`config.mk`:
```
export PLATFORM = sky130hd
export DESIGN_NAME = meta_packet_gen_flat
export DESIGN_NICKNAME = d
export VERILOG_FILES = /design/src/rtl/meta_packet_gen_if.sv /design/src/rtl/meta_packet_gen.sv /design/src/flat_wrapper.sv
export SDC_FILE = /design/constraint.sdc
export NUM_CORES = 1
export LEC_CHECK = 0
export BUFFER_PORTS_ARGS = -buffer_cell sky130_fd_sc_hd__buf_2
export CAP_MARGIN = 0
export CORE_MARGIN = 4
export CORE_UTILIZATION = 35
export DETAILED_ROUTE_END_ITERATION = 8
export GPL_ROUTABILITY_DRIVEN = 0
export GPL_TIMING_DRIVEN = 0
export PLACE_DENSITY = 0.64
export SYNTH_ARGS = -nofsm -noshare
export SYNTH_HDL_FRONTEND = slang
export SYNTH_SLANG_ARGS = --single-unit
export TNS_END_PERCENT = 5
```
`constraint.sdc`:
```
create_clock -name clk -period 6.46 [get_ports clk]
set_input_delay 1.938 -clock clk [delete_from_list [all_inputs] [get_ports clk]]
set_output_delay 1.938 -clock clk [all_outputs]
set_load 0.005 [all_outputs]
```
`src/rtl/meta_packet_gen_if.sv`:
```
// AXI-Stream style handshake bundle for the metadata packet generator output.
// The master drives data/valid/last; the slave returns ready.
interface meta_packet_gen_if #(
  parameter int unsigned DW = 128
) ();
  logic [DW-1:0] tdata;
  logic          tvalid;
  logic          tlast;
  logic          tready;

  modport master (
    output tdata,
    output tvalid,
    output tlast,
    input  tready
  );

  modport slave (
    input  tdata,
    input  tvalid,
    input  tlast,
    output tready
  );
endinterface

```
`src/rtl/meta_packet_gen.sv`:
```
// Metadata packet generator: one header beat plus cfg_len payload beats per packet,
// single-shot or back-to-back continuous, with full back-pressure and completion count.
module meta_packet_gen #(
  parameter int unsigned DW    = 128,
  parameter int unsigned LEN_W = 8,
  parameter logic [15:0] MAGIC = 16'h0666
) (
  input  logic                 clk,
  input  logic                 resetn,
  input  logic                 start,
  input  logic                 stop,
  input  logic [LEN_W-1:0]     cfg_len,
  input  logic [7:0]           cfg_chan,
  input  logic                 cfg_continuous,
  meta_packet_gen_if.master    axis_out,
  output logic                 busy,
  output logic                 pkt_done,
  output logic [15:0]          pkt_count
);

  typedef enum logic [1:0] {
    S_IDLE,
    S_HDR,
    S_PAY
  } state_t;

  state_t           r_state;
  logic [LEN_W-1:0] r_len;
  logic             r_cont;
  logic             r_stop;
  logic [LEN_W-1:0] r_idx;
  logic [15:0]      r_pkt_count;
  logic             r_done;
  logic             r_busy;
  logic             r_tvalid;
  logic             r_tlast;
  logic [DW-1:0]    r_tdata;

  logic             w_accept;
  logic [LEN_W-1:0] w_last_idx;
  logic [LEN_W-1:0] w_next_idx;
  logic             w_pkt_end;
  logic [15:0]      w_next_count;
  logic             w_stop_any;

  function automatic logic [DW-1:0] f_header(
    input logic [LEN_W-1:0] len,
    input logic [7:0]       chan,
    input logic [15:0]      seq
  );
    logic [DW-1:0] h;
    h            = '0;
    h[15:0]      = MAGIC;
    h[31:16]     = seq;
    h[39:32]     = chan;
    h[40 +: LEN_W] = len;
    return h;
  endfunction

  function automatic logic [DW-1:0] f_payload(
    input logic [LEN_W-1:0] idx,
    input logic [15:0]      seq
  );
    logic [DW-1:0] p;
    p              = '0;
    p[LEN_W-1:0]   = idx;
    p[31:16]       = seq;
    return p;
  endfunction

  assign w_accept     = r_tvalid & axis_out.tready;
  assign w_last_idx   = r_len - LEN_W'(1);
  assign w_next_idx   = r_idx + LEN_W'(1);
  assign w_next_count = r_pkt_count + 16'd1;
  assign w_stop_any   = r_stop | stop;
  assign w_pkt_end    = w_accept &
                        (((r_state == S_HDR) && (r_len == '0)) ||
                         ((r_state == S_PAY) && (r_idx == w_last_idx)));

  // Channel is not kept separately: the header is built straight from the
  // config inputs on HDR entry and held in r_tdata until accepted.
  always_ff @(posedge clk or negedge resetn) begin
    if (!resetn) begin
      r_state     <= S_IDLE;
      r_len       <= '0;
      r_cont      <= 1'b0;
      r_stop      <= 1'b0;
      r_idx       <= '0;
      r_pkt_count <= '0;
      r_done      <= 1'b0;
      r_busy      <= 1'b0;
      r_tvalid    <= 1'b0;
      r_tlast     <= 1'b0;
      r_tdata     <= '0;
    end else begin
      r_done <= 1'b0;
      case (r_state)
        S_IDLE: begin
          r_stop <= 1'b0;
          if (start) begin
            r_len    <= cfg_len;
            r_cont   <= cfg_continuous;
            // stop coinciding with start suppresses continuous for this packet
            r_stop   <= stop;
            r_state  <= S_HDR;
            r_busy   <= 1'b1;
            r_tvalid <= 1'b1;
            r_tdata  <= f_header(cfg_len, cfg_chan, r_pkt_count);
            r_tlast  <= (cfg_len == '0);
          end
        end

        S_HDR, S_PAY: begin
          if (stop) begin
            r_stop <= 1'b1;
          end
          if (w_pkt_end) begin
            r_done      <= 1'b1;
            r_pkt_count <= w_next_count;
            r_idx       <= '0;
            if (r_cont && !w_stop_any) begin
              r_len   <= cfg_len;
              r_cont  <= cfg_continuous;
              r_stop  <= 1'b0;
              r_state <= S_HDR;
              r_tdata <= f_header(cfg_len, cfg_chan, w_next_count);
              r_tlast <= (cfg_len == '0);
            end else begin
              r_stop   <= 1'b0;
              r_state  <= S_IDLE;
              r_busy   <= 1'b0;
              r_tvalid <= 1'b0;
              r_tlast  <= 1'b0;
              r_tdata  <= '0;
            end
          end else if (w_accept) begin
            if (r_state == S_HDR) begin
              r_state <= S_PAY;
              r_idx   <= '0;
              r_tdata <= f_payload('0, r_pkt_count);
              r_tlast <= (r_len == LEN_W'(1));
            end else begin
              r_idx   <= w_next_idx;
              r_tdata <= f_payload(w_next_idx, r_pkt_count);
              r_tlast <= (w_next_idx == w_last_idx);
            end
          end
        end

        default: begin
          r_state <= S_IDLE;
        end
      endcase
    end
  end

  assign axis_out.tdata  = r_tdata;
  assign axis_out.tvalid = r_tvalid;
  assign axis_out.tlast  = r_tlast;
  assign busy            = r_busy;
  assign pkt_done        = r_done;
  assign pkt_count       = r_pkt_count;

endmodule
```
`src/flat_wrapper.sv`:
```
// flat-port wrapper written by rule: the top's interface ports become plain ports
module meta_packet_gen_flat 
#(
  parameter int unsigned DW    = 128,
  parameter int unsigned LEN_W = 8,
  parameter logic [15:0] MAGIC = 16'h0666
)
  (clk, resetn, start, stop, cfg_len, cfg_chan, cfg_continuous, busy, pkt_done, pkt_count, axis_out_tdata, axis_out_tvalid, axis_out_tlast, axis_out_tready);
  meta_packet_gen_if #(.DW(DW)) axis_out_i ();
  input  logic clk;
  input  logic resetn;
  input  logic start;
  input  logic stop;
  input  logic [LEN_W-1:0] cfg_len;
  input  logic [7:0] cfg_chan;
  input  logic cfg_continuous;
  output logic busy;
  output logic pkt_done;
  output logic [15:0] pkt_count;
  output wire logic [$bits(axis_out_i.tdata)-1:0] axis_out_tdata;
  output wire logic [$bits(axis_out_i.tvalid)-1:0] axis_out_tvalid;
  output wire logic [$bits(axis_out_i.tlast)-1:0] axis_out_tlast;
  input wire logic [$bits(axis_out_i.tready)-1:0] axis_out_tready;
  assign axis_out_tdata = axis_out_i.tdata;
  assign axis_out_tvalid = axis_out_i.tvalid;
  assign axis_out_tlast = axis_out_i.tlast;
  assign axis_out_i.tready = axis_out_tready;
  meta_packet_gen #(.DW(DW), .LEN_W(LEN_W), .MAGIC(MAGIC)) u_core (.clk(clk), .resetn(resetn), .start(start), .stop(stop), .cfg_len(cfg_len), .cfg_chan(cfg_chan), .cfg_continuous(cfg_continuous), .axis_out(axis_out_i), .busy(busy), .pkt_done(pkt_done), .pkt_count(pkt_count));
endmodule
```
==> flow_summary.ini <==
[route]
drt-pass1-iter-count = 6
detail_route.wl_per_cell_um = 14.37
drcViolationCount = 0
vias_per_cell = 4.612
drt_iter0_drc = 204
wirelength_um = 12520
ant_nets = 0
via_count = 4017

[clock_tree]
cts_setup_buffers = 0
cts_buffer_depth = 2
cts.htree.levels = 3
cts_resized = 0
cts-hold-fix-buffers = 0
cts.sinks = 80
numCtsBuffers = 9
cts.clk_slew.worst_paths_ns = 0.06
cts_tree = done
cts_root_buffer = clkbuf_16
clkLatencyLatePin_ns = 0.34

[floorplan]
die_x_um = 125.9
die_h_um = 125.9
placementRows = 42
coreArea_um2 = 13400
start_util = 0.3630
io_pins = 170
dieArea_um2 = 15850

[finish]
fin_util = 0.4605
syn2layout_area_growth_pct = 26.85
layout_commonest_cell = buf_2
diodes = 0
layout.nets = 721
fin_area_um2 = 6171
drive_gt1_frac = 0.3151
final_cell_mix = buf_2, buf_4, conb_1, dfrtp_1, nand2_1

[timing]
finalHoldViolCount = 0
tns_ns = 0
slew_violations = 0
worstMarginPinSlew_ns = 0.5956
fin_crit_sh = 0.5713
skew_ns = 0.009965
rsz0062_at_grt = no
slew-limit-headroom = 0.6029
worst_slack_ns = 2.770
max_freq_ghz = 0.2710
setup_viol = 0
finalCriticalPeriod_ns = 3.690

[pwr]
p_leak_nw = 3.219
switchingPower_uw = 967.4
max-vdd-ir-drop_mv = 0.1869
totalPowerFinal_mw = 2.447
p_clk_frac = 0.224
combPwrFrac = 0.466
switching_share = 0.3953
intPower_mw = 1.480
p_seq_frac = 0.309
p_per_area_nw_per_um2 = 396.6

[grt]
grt_max_degree = 52
grt_pass1_vias = 3973
grt_pass1_wl_um = 20440
antenna_found_initial = 0
grtUsageTotal = 0.1577
grt-ovfl-total = 0

[job]
cap_violations = 0

[min_path]
hold_class = reg -> reg

[critical_path]
cp-end-kind = register
worstSetupStartpointType = input pin
cp.required_ns = 6.73
critical_path_class = in -> reg
path_max_fanout = 10
arrival_ns = 3.96

[synthesis]
syn_area_um2 = 4865
ys_ff_latch = 80
ys_seq_area_frac = 0.4115
ys_warn_count = 0
synth-edff-count = 0
avgSynthCellArea_um2 = 9.539
ys_types = 55
syn_inst = 510
synth_flop_cell = dfrtp_1
async_reset_ff_frac = 1.000

[placement]
postPlaceCellArea_um2 = 5849
pre_cts_slack_ns = 2.418
portBuffers = 83
dpl.hpwl_um = 9682

[status]
status = finished, final reports clean
worst paths after layout:
path,start,to,slack [ns],depth (start not counted)
max,start,u_core.axis_out.tdata[21]$_DFFE_PN0P_,2.77,9
min,u_core.axis_out.tdata[7]$_DFFE_PN0P_,u_core.axis_out.tdata[7]$_DFFE_PN0P_,0.48,2
max reg2reg,u_core.r_len[0]$_DFFE_PN0P_,u_core.r_state[0]$_DFFE_PN0P_,3.46,10
min reg2reg,u_core.axis_out.tdata[7]$_DFFE_PN0P_,u_core.axis_out.tdata[7]$_DFFE_PN0P_,0.48,2
max in group asynchronous,resetn,u_core.pkt_done$_DFF_PN0_,4.34,2
min in group asynchronous,resetn,u_core.axis_out.tdata[36]$_DFFE_PN0P_,1.53,1
layout make-up:
type                            count  area [um^2]
Clock buffer                        9        225.2
Timing Repair Buffer               84        445.4
Sequential cell                    80         2002
Fill cell                        1327         7229
Clock inverter                      7        96.34
Inverter                           14        52.55
Tap cell                          176        220.2
Multi-Input combinational cell    389         2352
Buffer                            112        777.0
power groups by stage:
stage	registers (mW)	clock network, mW	logic (mW)
final	0.757	0.549	1.14
after global routing	0.775	0.584	1.27
after CTS	0.757	0.564	1.15
after detailed placement	0.763	0	1.15
after global placement	0.759	0	1.11
after floorplan	0.747	0	0.811
through the flow:
stage | hold WS [ns] | std cells
3_5_place_dp | 0.4654 | 855
4_1_cts | 0.4788 | 871
5_1_grt | 0.5016 | 871
3_3_place_gp | 0.4660 | 854
6_report | 0.4756 | 871
2_1_floorplan | 0.4726 | 595
synth_stat cells, types with 2 or more instances:
| master | count | area share |
|---|---|---|
| buf_4 | 88 | 0.14 |
| dfrtp_1 | 80 | 0.41 |
| nand2_1 | 51 | 0.039 |
| nor2_1 | 41 | 0.032 |
| xnor2_1 | 23 | 0.041 |
| nand3_1 | 19 | 0.020 |
| a22o_1 | 18 | 0.032 |
| xor2_1 | 17 | 0.031 |
| inv_1 | 14 | 0.011 |
| o211ai_1 | 12 | 0.019 |
| clkbuf_1 | 11 | 0.0085 |
| o21ai_0 | 11 | 0.011 |
| a31oi_1 | 10 | 0.013 |
| ha_1 | 9 | 0.023 |
| buf_2 | 8 | 0.0082 |
| mux2_2 | 8 | 0.019 |
| o31ai_1 | 8 | 0.012 |
| or3_1 | 8 | 0.010 |
| and3_1 | 7 | 0.0090 |
| nor3_1 | 6 | 0.0062 |
| nor4_1 | 5 | 0.0064 |
| o311ai_0 | 5 | 0.0090 |
| a21oi_1 | 3 | 0.0031 |
| a32oi_1 | 3 | 0.0054 |
| nand4_1 | 3 | 0.0039 |
| nor2b_1 | 3 | 0.0039 |
| o22ai_1 | 3 | 0.0039 |
| or4_1 | 3 | 0.0046 |
| a21o_1 | 2 | 0.0031 |
| buf_1 | 2 | 0.0015 |
| buf_6 | 2 | 0.0046 |
| mux2i_1 | 2 | 0.0041 |
| o2111ai_1 | 2 | 0.0036 |
| or2_2 | 2 | 0.0026 |
critical path: stages:
cell,delay [ns]
buf_2,0.11
nor2_1,0.07
nor2_1,0.27
and2_1,0.18
clkbuf_1,0.34
o211ai_1,0.23
clkbuf_1,0.28
or4_1,0.44
nand3_1,0.09
sequential cells by signal, indices dropped and copies added, names as in the netlist, 2 cells and up:
| signal | count |
|---|---|
| u_core.axis_out.tdata | 41 |
| u_core.r_state | 2 |
| u_core.r_len | 8 |
| u_core.pkt_count | 16 |
| u_core.r_idx | 8 |
logic make-up (layout without fill, tap and decap cells):
family	after synthesis	count (layout)	synth area share
AO/OA/AOI/OAI	85	85	0.1340
XOR/XNOR	42	42	0.08076
adder cells (fa/ha/maj)	9	9	0.02315
buffers and inverters	126	226	0.1705
flip-flops	80	80	0.4115
multiplexers	11	11	0.02572
other	1	86	0.0007709
AND/OR/NAND/NOR	156	156	0.1536
metal layers:
metal,part of all wire,track usage
met5,0,0
met4,0.013,0.04479
met3,0.063,0.03810
met2,0.50,0.2701
met1,0.42,0.1985
Note: power is estimated with default switching activity, not from simulation.
